[src/rtl/pio_event_pkg.sv]
// Shared types and constants for the PIO edge-capture event sequencer.
package pio_event_pkg;

  typedef enum logic [2:0] {
    StInit,
    StIdle,
    StRdAddr,
    StRdWait,
    StClr,
    StDispatch
  } state_e;

  localparam logic [1:0] PIO_ADDR_DATA = 2'd0;
  localparam logic [1:0] PIO_ADDR_MASK = 2'd2;
  localparam logic [1:0] PIO_ADDR_EDGE = 2'd3;

  // Index of the least-significant set bit; 0 when v is zero.
  function automatic logic [2:0] lowest_set_index(input logic [7:0] v);
    logic [2:0] idx;
    idx = '0;
    for (int i = 7; i >= 0; i--) begin
      if (v[i]) idx = 3'(i);
    end
    return idx;
  endfunction

endpackage

[src/rtl/pio_event_fifo.sv]
// Show-ahead event FIFO; a push into a full FIFO is still taken if the head pops that cycle.
module pio_event_fifo #(
  parameter int unsigned DW    = 3,
  parameter int unsigned DEPTH = 4
) (
  input  logic          clk,
  input  logic          reset,
  input  logic          push,
  input  logic [DW-1:0] push_data,
  input  logic          pop,
  output logic          valid,
  output logic [DW-1:0] data,
  output logic          full
);

  localparam int unsigned AW = $clog2(DEPTH);
  localparam logic [AW:0] CNT_MAX = (AW + 1)'(DEPTH);

  logic [DW-1:0] mem [DEPTH];
  logic [AW-1:0] wr_ptr, rd_ptr;
  logic [AW:0]   count;
  logic          empty, do_pop, do_push;

  always_comb begin
    empty   = (count == '0);
    full    = (count == CNT_MAX);
    valid   = !empty;
    do_pop  = pop && !empty;
    do_push = push && (!full || do_pop);
    data    = empty ? '0 : mem[rd_ptr];
  end

  always_ff @(posedge clk or posedge reset) begin
    if (reset) begin
      wr_ptr <= '0;
      rd_ptr <= '0;
      count  <= '0;
    end else begin
      if (do_push) wr_ptr <= wr_ptr + 1'b1;
      if (do_pop)  rd_ptr <= rd_ptr + 1'b1;
      count <= count + (AW + 1)'(do_push) - (AW + 1)'(do_pop);
    end
  end

  always_ff @(posedge clk) begin
    if (do_push) mem[wr_ptr] <= push_data;
  end

endmodule

[src/rtl/pio_event_sequencer.sv]
// Services the button PIO's edge-capture interrupt over Avalon-MM and queues one event per
// captured bit as a button index.
module pio_event_sequencer
  import pio_event_pkg::*;
#(
  parameter int unsigned WIDTH      = 8,
  parameter logic [7:0]  MASK_INIT  = 8'hFF,
  parameter int unsigned FIFO_DEPTH = 4
) (
  input  logic        clk,
  input  logic        reset,
  input  logic        enable,
  input  logic        irq_in,
  output logic [1:0]  avm_address,
  output logic        avm_chipselect,
  output logic        avm_write_n,
  output logic [31:0] avm_writedata,
  input  logic [31:0] avm_readdata,
  output logic        evt_valid,
  output logic [2:0]  evt_code,
  input  logic        evt_ready,
  output logic        overflow,
  input  logic        ovf_clear
);

  state_e     state;
  logic [7:0] cap, cap_next, rd_cap;
  logic       push, fifo_full, drop;
  logic       unused_rd;

  assign unused_rd = ^avm_readdata;

  always_comb begin
    rd_cap             = '0;
    rd_cap[WIDTH-1:0]  = avm_readdata[WIDTH-1:0];
    cap_next           = cap & (cap - 8'd1);
    push               = (state == StDispatch) && (cap != '0);
    drop               = push && fifo_full && !(evt_valid && evt_ready);
  end

  // Bus outputs are registered together with the state they belong to.
  always_ff @(posedge clk or posedge reset) begin
    if (reset) begin
      state          <= StInit;
      cap            <= '0;
      avm_address    <= PIO_ADDR_DATA;
      avm_chipselect <= 1'b0;
      avm_write_n    <= 1'b1;
      avm_writedata  <= '0;
    end else begin
      avm_address    <= PIO_ADDR_DATA;
      avm_chipselect <= 1'b0;
      avm_write_n    <= 1'b1;
      avm_writedata  <= '0;
      case (state)
        StInit: begin
          avm_address    <= PIO_ADDR_MASK;
          avm_chipselect <= 1'b1;
          avm_write_n    <= 1'b0;
          avm_writedata  <= {24'd0, MASK_INIT};
          state          <= StIdle;
        end
        StIdle: begin
          if (irq_in && enable) begin
            avm_address    <= PIO_ADDR_EDGE;
            avm_chipselect <= 1'b1;
            state          <= StRdAddr;
          end
        end
        StRdAddr: begin
          avm_address <= PIO_ADDR_EDGE;
          state       <= StRdWait;
        end
        StRdWait: begin
          cap <= rd_cap;
          if (rd_cap == '0) begin
            state <= StIdle;
          end else begin
            // Clear only what was read so later edges stay captured in the PIO.
            avm_address    <= PIO_ADDR_EDGE;
            avm_chipselect <= 1'b1;
            avm_write_n    <= 1'b0;
            avm_writedata  <= {24'd0, rd_cap};
            state          <= StClr;
          end
        end
        StClr: state <= StDispatch;
        StDispatch: begin
          cap <= cap_next;
          if (cap_next == '0) state <= StIdle;
        end
        default: state <= StIdle;
      endcase
    end
  end

  always_ff @(posedge clk or posedge reset) begin
    if (reset)          overflow <= 1'b0;
    else if (drop)      overflow <= 1'b1;
    else if (ovf_clear) overflow <= 1'b0;
  end

  pio_event_fifo #(
    .DW    (3),
    .DEPTH (FIFO_DEPTH)
  ) u_fifo (
    .clk       (clk),
    .reset     (reset),
    .push      (push),
    .push_data (lowest_set_index(cap)),
    .pop       (evt_ready),
    .valid     (evt_valid),
    .data      (evt_code),
    .full      (fifo_full)
  );

endmodule

[config.mk]
export PLATFORM = sky130hd
export DESIGN_NAME = pio_event_sequencer
export DESIGN_NICKNAME = d
export VERILOG_FILES = /design/src/rtl/pio_event_pkg.sv /design/src/rtl/pio_event_fifo.sv /design/src/rtl/pio_event_sequencer.sv
export SDC_FILE = /design/constraint.sdc
export NUM_CORES = 1
export LEC_CHECK = 0
export ABC_AREA = 1
export CORE_UTILIZATION = 35
export CTS_CLUSTER_SIZE = 8
export DETAILED_ROUTE_END_ITERATION = 16
export DONT_BUFFER_PORTS = 1
export GPL_TIMING_DRIVEN = 0
export MAX_ROUTING_LAYER = met4
export PLACE_DENSITY_LB_ADDON = 0.3
export REMOVE_ABC_BUFFERS = 1
export SKIP_CTS_REPAIR_TIMING = 1
export SYNTH_ARGS = -nofsm -noshare
export SYNTH_HDL_FRONTEND = slang
export SYNTH_SLANG_ARGS = --single-unit
[constraint.sdc]
create_clock -name clk -period 2.1 [get_ports clk]
set_input_delay 0.42 -clock clk [delete_from_list [all_inputs] [get_ports clk]]
set_output_delay 0.42 -clock clk [all_outputs]
set_load 0.01 [all_outputs]
==> results of run 1 <==
kinds of logic (layout without fill, tap and decap cells):
logic type               after synthesis  after routing  share of synthesized area (%)
XOR/XNOR                               4              4                           1.59
buffers and inverters                 64             53                           15.4
adder cells (fa/ha/maj)                7              7                           4.31
AO/OA/AOI/OAI                         28             28                           8.95
flip-flops                            43             43                           51.5
AND/OR/NAND/NOR                       87             87                           18.1
other                                  1             24                          0.170
state kept, by name, summed over array words and instances, names as in the netlist:
| signal | cells |
|---|---|
| avm_address | 2 |
| avm_chipselect | 1 |
| avm_write_n | 1 |
| avm_writedata | 8 |
| cap | 8 |
| overflow | 1 |
| state | 3 |
| u_fifo.count | 3 |
| u_fifo.mem | 12 |
| u_fifo.rd_ptr | 2 |
| u_fifo.wr_ptr | 2 |
stage by stage:
step	utilization, %	total power, uW	worst slack [ns]	hold slack [ns]
floorplan	-	2610	0.0250	0.502
global placement	36.8	2880	-0.125	0.531
detailed placement	36.8	2910	-0.131	0.541
CTS	38.6	3540	-0.165	0.228
global route	40.1	3940	-0.0197	0.0242
finish	40.1	3620	0.112	0.00309
where the power goes:
part | total, uW | switching (uW) | internal (uW)
sequential | 1550 | 306 | 1250
clock | 619 | 263 | 356
combinational | 1440 | 902 | 543
total | 3620 | 1470 | 2150
layout make-up:
type | count | area, um2
Inverter | 39 | 154
Sequential cell | 43 | 1140
Fill cell | 600 | 3590
Clock buffer | 7 | 76.3
Timing Repair Buffer | 6 | 65.1
Multi-Input combinational cell | 150 | 843
Clock inverter | 1 | 30.0
Tap cell | 75 | 93.8
layout by cell type (no fill, tap or decap), types with 2 or more instances in the layout:
cell	synthesis	layout
o22ai_1	2	2
conb_1	1	24
clkinv_1	1	2
dfrtp_1	30	27
inv_2	2	3
o21ai_2	2	2
ha_1	6	6
inv_1	34	32
o221ai_1	6	6
xor2_1	3	3
dfrtp_2	0	3
buf_4	24	5
clkbuf_1	0	2
nor2_1	32	31
nor3_1	2	2
nand3_4	2	2
nor2_4	1	2
clkbuf_8	0	5
a21oi_1	5	5
o21ai_0	9	9
edfxtp_1	12	12
nand3_1	7	7
nand2_1	39	38
metal layers:
layer | up-vias | track usage, % | part of all wire (%)
met5 | - | - | 0
met1 | 651 | 14.5 | 47
met3 | 4 | 3.33 | 5.1
met4 | 0 | 3.21 | 0.75
li1 | 715 | - | -
met2 | 43 | 20.0 | 47
cells in the mapped netlist:
cell type,count
a21oi_1,5
nor3_2,1
nor3_1,2
buf_2,1
ha_1,6
inv_2,2
o22ai_1,2
conb_1,1
o21ai_2,2
clkinv_4,1
dfstp_2,1
nand2_2,1
fa_1,1
o221ai_1,6
nand3_2,1
clkinv_1,1
edfxtp_1,12
a21oi_2,1
nand2_1,39
inv_1,34
inv_4,1
xnor2_1,1
o211ai_1,1
a21boi_0,1
nand3_4,2
nor3_4,1
nor2_4,1
nor2_1,32
dfrtp_1,30
nand3_1,7
xor2_1,3
o21ai_0,9
a31oi_4,1
buf_4,24
worst paths after layout:
check,depth (start not counted),slack (ns),startpoint,end
max reg2reg,11,0.11,u_fifo.count[0],u_fifo.count[2]
min reg2reg,1,0.57,u_fifo.rd_ptr[1],u_fifo.rd_ptr[1]
max,11,0.11,u_fifo.count[0],u_fifo.count[2]
min in group clk,1,0.24,enable,state[0]
max in group asynchronous,2,1.65,reset,u_fifo.count[1]
min,1,0.003,reset,cap[3]
==> results.txt, run 1 <==
* Synthesis-stage register bit count: 43
* Number of hold violations in the final report: 0
* Last weighted congestion value of the routability-driven placer: 0.815
- The netlist uses 34 different library cells.
- H-Tree Depth: 2
- Worst Path Max Fanout: 2
- Entering global routing, the biggest net connects 32 pins.
- The number of global-route vias before repair was 1338.
* Number of maximum-capacitance constraint violations: 0
* Number of standard cells after synthesis: 234
- Summed over all cells, the static leakage comes to 0.00117 uW.
- Averaged over all synthesized cells, the footprint is 9.44 um2.
- The worst-case IR drop observed on VDD is 0.601 mV.
- Clock buffers created by TritonCTS: 5
- Relative to the synthesized area, the layout overhead comes to 8.84%.
* Critical path startpoint category: register
- Once detailed placement completed, the half-perimeter wirelength came to 2.71 mm.
- On the critical path, the stage with the largest delay is an instance of dfrtp_1.
- The min-delay analysis places its worst path in the category input pin to asynchronous set/reset pin.
- Power density cells: 1500 nW/um2
* Detailed Route WL: 3.58 mm
- Using the TritonRoute via totals, the vias-per-cell ratio works out to 4.40.
- Synth Warn #: 0
* Max frequency: 0.503 GHz
- The critical path is of the register to register type.
* N_diodes: 0
- The critical path goes through nor2_4 > nand2_2 > inv_2 > nor2_1 > ha_1 > inv_1 > ha_1 > inv_1 > fa_2 > xnor2_1 > xor2_1.
- Sequential cells were found to cover 51.5% of the synthesized design area.
- Critical path data required time: 2.31 ns
- Synthesized area: 2210 um2
- Setup violations remaining at the end of the flow were counted as 0.
* Remaining global-route overflow: 0
* Effective utilization at floorplan: 36.9%
- Measured against its own limit, the worst slew margin works out to 60.8%.
- Clock-pin slew was measured on the worst setup and hold paths at 0.08 ns.
- Number of buffers on the longest clock path: 2
- The kind of cell with the highest combined delay along the critical path is adder cells.
* FP Rows: 28
* Number of antenna violations at the first check in global routing: 0
- The top cell type by area accounts for 34.0% of the synthesized area.
- The detail route stage leaves a number of antenna-violating nets equal to 0.
- Summing all placed instances gives a cell area of 2200 um2.
* Port-buffer cells: 0
- At the pin with the least slew margin, the transition time is 0.584 ns.
- Delay of the slowest cell on the worst path: 0.41 ns
- Period utilization: 94.7%
- Die H: 81.4 um
- TritonCTS built the clock tree.
* Max-slew violation count: 0
- Cell type with the largest total area after synthesis: dfrtp_1
- Including well taps, the total number of placed cells is 307.
- Setup_tns: 0 ns
- Die width: 81.4 um
- The finished layout holds 321 standard cells, fillers aside.
- The number of buffers and inverters on the critical path is 3.
- Net count of the finished layout: 290
- Global routing consumed, over all layers together, 12.1% of the routing resources.
- Insertion delay of the later-clocked pin in the worst-skew pair: 0.29 ns
- For the final database, setup skew stands at 0.00796 ns.
* Time the final worst path needs with I/O delays and setup: 1.99 ns
- For this run, design rule violations remaining after detail routing come to 0.
* Via count of the routed design: 1413
- For this design the top-level I/O count stands at 79.
- First-pass detailed-route iteration total: 4
- In this run the clock root is driven by a clkbuf_8.
- The region available for standard cell placement spans 5990 um2.
- Post-route cell area: 2400 um2
- Total number of clock tree sinks: 43
- Die Footprint: 6630 um2
* Average wire length per cell after detail routing: 11.1 um
- Category of the worst setup path capture point: register
- Fraction of layout instances using a drive strength above 1: 14.2%
- Violation count after the first detailed-route iteration: 55
* Area contributors post-synth: dfrtp_1 (34%), edfxtp_1 (16%), buf_4 (8.2%)
- Data arrival, critical path: 2.20 ns
* Wire length of the first global-routing pass: 5.89 mm
* Status: complete, no violations
Note: power is estimated with default switching activity, not from simulation.
==> run 2, diff against run 1 <==
- ABC_AREA: 1 -> unset
==> results.txt, run 2 <==
* Most common cell after layout, fill and taps aside: dfrtp_1
- Number of buffers on the longest clock path: 2 (unchanged)
- The later-pin clock latency in the skew report is 0.30 ns (about the same).
* Count leader, synth: dfrtp_1
- Setup repair after global routing missed its margin: yes
- The register with the most flip-flops in the final layout is u_fifo.mem.
- The hold violation total from the final report came to 0 (unchanged).
* Failing checks: setup timing
* Fin Clk Skew: 0.00322 ns (-0.00474 ns)
- The initial standard-cell utilization of the core came to 36.7% (-0.15 points).
- Non-filler cells in the finished layout: 282 (-12%)
* Violation count after the first detailed-route iteration: 90 (+64%)
- List of most frequent post-synthesis cells: dfrtp_1 (30), buf_4 (24), a21oi_1 (13)
- Area overhead of the layout relative to synthesis: 9.78%
- The final period utilization is 104% (+9.3 points).
- Remaining global-route overflow: 0 (unchanged)
* Maximum number of pins on one net before global-route repair: 32 (unchanged)
* Number of antenna violations at the first check in global routing: 0 (unchanged)
- Root buffer cell: clkbuf_8
* Via count of the routed design: 1362 (-3.6%)
- The gate count after technology mapping came to 198 (-15%).
* H-Tree Depth: 2 (unchanged)
- Total number of clock tree sinks: 43 (unchanged)
- The data arrival at the endpoint of the critical path came to 2.37 ns (+0.17 ns).
- The number of cells in the design after placement is 261 (-15%).
* Number of maximum-capacitance constraint violations: 0 (unchanged)
* Net count of the finished layout: 251 (-13%)
* Synth Warn #: 0 (unchanged)
* Last weighted congestion value of the routability-driven placer: 0.770 (-5.4%)
* Vias per Instance: 4.83 (+9.7%)
* Transition time at the pin with the least slew margin: 1.16 ns (+0.581 ns)
* Wire length of the first global-routing pass: 5.80 mm (-1.4%)
* Crit path cell chain: or3_4 > and2_4 > ha_4 > inv_4 > ha_4 > inv_2 > fa_2 > xnor2_2 > xnor2_1
* Placed wire-length estimate: 2.58 mm (-4.7%)
* Delay of the slowest cell on the worst path: 0.43 ns (+0.02 ns)
- The sum of buffers and inverters on the critical path is 2 (-1).
- Among all stages on the critical path, the largest delay is contributed by or3_4.
- Worst hold path class: input pin to register
- The power density normalized to cell area was 1450 nW/um2 (-3.9%).
- Worst Path Max Fanout: 5 (+3)
- Number of routed nets with antenna violations: 0 (unchanged)
- Among all flip-flop cells after synthesis, the most frequent one is dfrtp_1.
* Average wire length per cell after detail routing: 13.8 um (+24%)
* Gr usage total: 12.2% (+0.14 points)
- The final worst slack is -0.0835 ns (-0.195 ns).
- STA classifies the critical path endpoint as a register.
- Cell type with the largest total area after synthesis: dfrtp_1
* Vias in the first global route: 1201 (-10%)
- The count of antenna diodes in the layout came to 0 (unchanged).
- The number of top-level pins came to 79 (unchanged).
- The number of buffers created by CTS came to 5 (unchanged).
- Top-area cell type share of the netlist area: 34.1% (+0.14 points)
* Share of the yosys chip area belonging to registers: 51.7% (+0.21 points)
- Port-buffer cells: 0 (unchanged)
* Detailed Route WL: 3.89 mm (+8.7%)
- Clock edge transition at the registers on the reported setup and hold paths: 0.08 ns (about the same)
- The total leakage power came to 0.00102 uW (-12%).
- The top cell types in the final layout, fill and taps aside, are dfrtp_1 (27), conb_1 (24), a21oi_1 (13), buf_4 (13).
- The worst setup path is launched from a register.
- The synthesized flop and latch total came to 43 (unchanged).
- In the final layout, the registers with the most flip-flops are u_fifo.mem: 12 flops, avm_writedata: 8 flops, cap: 8 flops.
- The mean post-synth cell area is 11.1 um2 (+18%).
- FP Rows: 28 (unchanged)
- The number of distinct library cells after synthesis is 45 (+32%).
- The fmax came to 0.458 GHz (-9.0%).
- Max-slew violation count: 0 (unchanged)
* Number of enable-type register cells in the synthesized netlist: 12 (unchanged)
* Die H: 81.3 um (-0.20%)
* Crit path kind: register to register
- After synthesis, the cell types taking the most area are dfrtp_1 (34%), edfxtp_1 (16%), buf_4 (8.2%).
* Status: finished with violations
* Time the final worst path needs with I/O delays and setup: 2.18 ns (+0.195 ns)
- The data required time of the worst path was 2.29 ns (-0.02 ns).
* CTS tree: built
- Worst voltage drop across the vdd grid: 0.612 mV (+1.8%)
* Max FFs per register: 12 (unchanged)
- First-pass detailed-route iteration total: 4 (unchanged)
- Final-report setup violation count: 1 (+1)
* Crit path max-delay family: adder cells
- The fraction of final layout cells with drive strength greater than 1 was 20.3% (+6.1 points).
- Final hold slack: 0.244 ns (+0.241 ns)
- Die Footprint: 6610 um2 (-0.39%)
- The proportion of synthesized flip-flops having asynchronous set or reset came to 72.1% (unchanged).
- Worst slew margin relative to its limit: 22.3% (-39 points)
- Synthesized area: 2200 um2 (-0.40%)
- The placeable core area came to 5990 um2 (unchanged).
- Most numerous cell on the critical path: ha_4
* Die width: 81.3 um (-0.20%)
- The number of DRC violations after detailed routing is 0 (unchanged).
==> run 2: worst paths after layout <==
check,startpoint,end,slack (ns),cells after the start
max,u_fifo.count[0],u_fifo.count[2],-0.08,9
min reg2reg,u_fifo.wr_ptr[1],u_fifo.wr_ptr[1],0.55,1
min in group asynchronous,reset,u_fifo.wr_ptr[1],0.32,1
max reg2reg,u_fifo.count[0],u_fifo.count[2],-0.08,9
min,avm_readdata[0],cap[0],0.24,2
max in group asynchronous,reset,state[0],1.01,1
==> run 2: kinds of logic after synthesis <==
kind of cell | after synthesis | synth area share, %
compound gates | 41 | 12.3
xor+xnor | 5 | 1.99
fa+ha+maj | 9 | 5.23
buf+inv | 47 | 12.9
flops | 43 | 51.7
mux | 4 | 3.58
other cells | 1 | 0.170
simple gates | 48 | 12.1
==> run 2: layout make-up <==
class / count / area [um2]
fillers: 565 / 3580
clock buffers: 6 / 93.8
flip-flops and latches: 43 / 1140
inverters: 12 / 47.5
multi-input cells: 131 / 927
clock inverters: 2 / 13.8
repair buffers: 13 / 97.6
well taps: 75 / 93.8
==> run 2: power by group <==
group	total [uW]	internal [uW]	switching [uW]
sequential	1550	1210	340
combinational	1340	668	668
clock	600	306	294
==> run 2: metal layers <==
metal  track usage [%]  routed length [um]  up-vias
met5                 -                   0        -
met4              5.36                  74        0
met3              2.92                 144        7
met2              18.3                1890       38
met1              15.7                1780      662
li1                  -                   -      655
==> run 2: worst reg2reg max path, stage by stage (launching register included) <==
cell and delay [ns]:
dfrtp_1 0.40, or3_4 0.43, and2_4 0.17, ha_4 0.21, inv_4 0.05, ha_4 0.11
inv_2 0.04, fa_2 0.40, xnor2_2 0.15, xnor2_1 0.12
==> run 2: metrics by stage <==
| stage | TNS (ns) | util (%) | instance area [um2] | setup slack [ns] | total power, uW |
|---|---|---|---|---|---|
| 2_1_floorplan | -0.345 | - | 2050 | -0.240 | 2390 |
| 3_3_place_gp | -4.78 | 35.7 | 2140 | -0.720 | 2620 |
| 3_5_place_dp | -5.08 | 35.7 | 2140 | -0.743 | 2640 |
| 4_1_cts | -5.66 | 37.5 | 2250 | -0.776 | 3240 |
| 5_1_grt | -0.211 | 40.3 | 2410 | -0.151 | 3750 |
| 6_report | -0.0835 | 40.3 | 2410 | -0.0835 | 3490 |
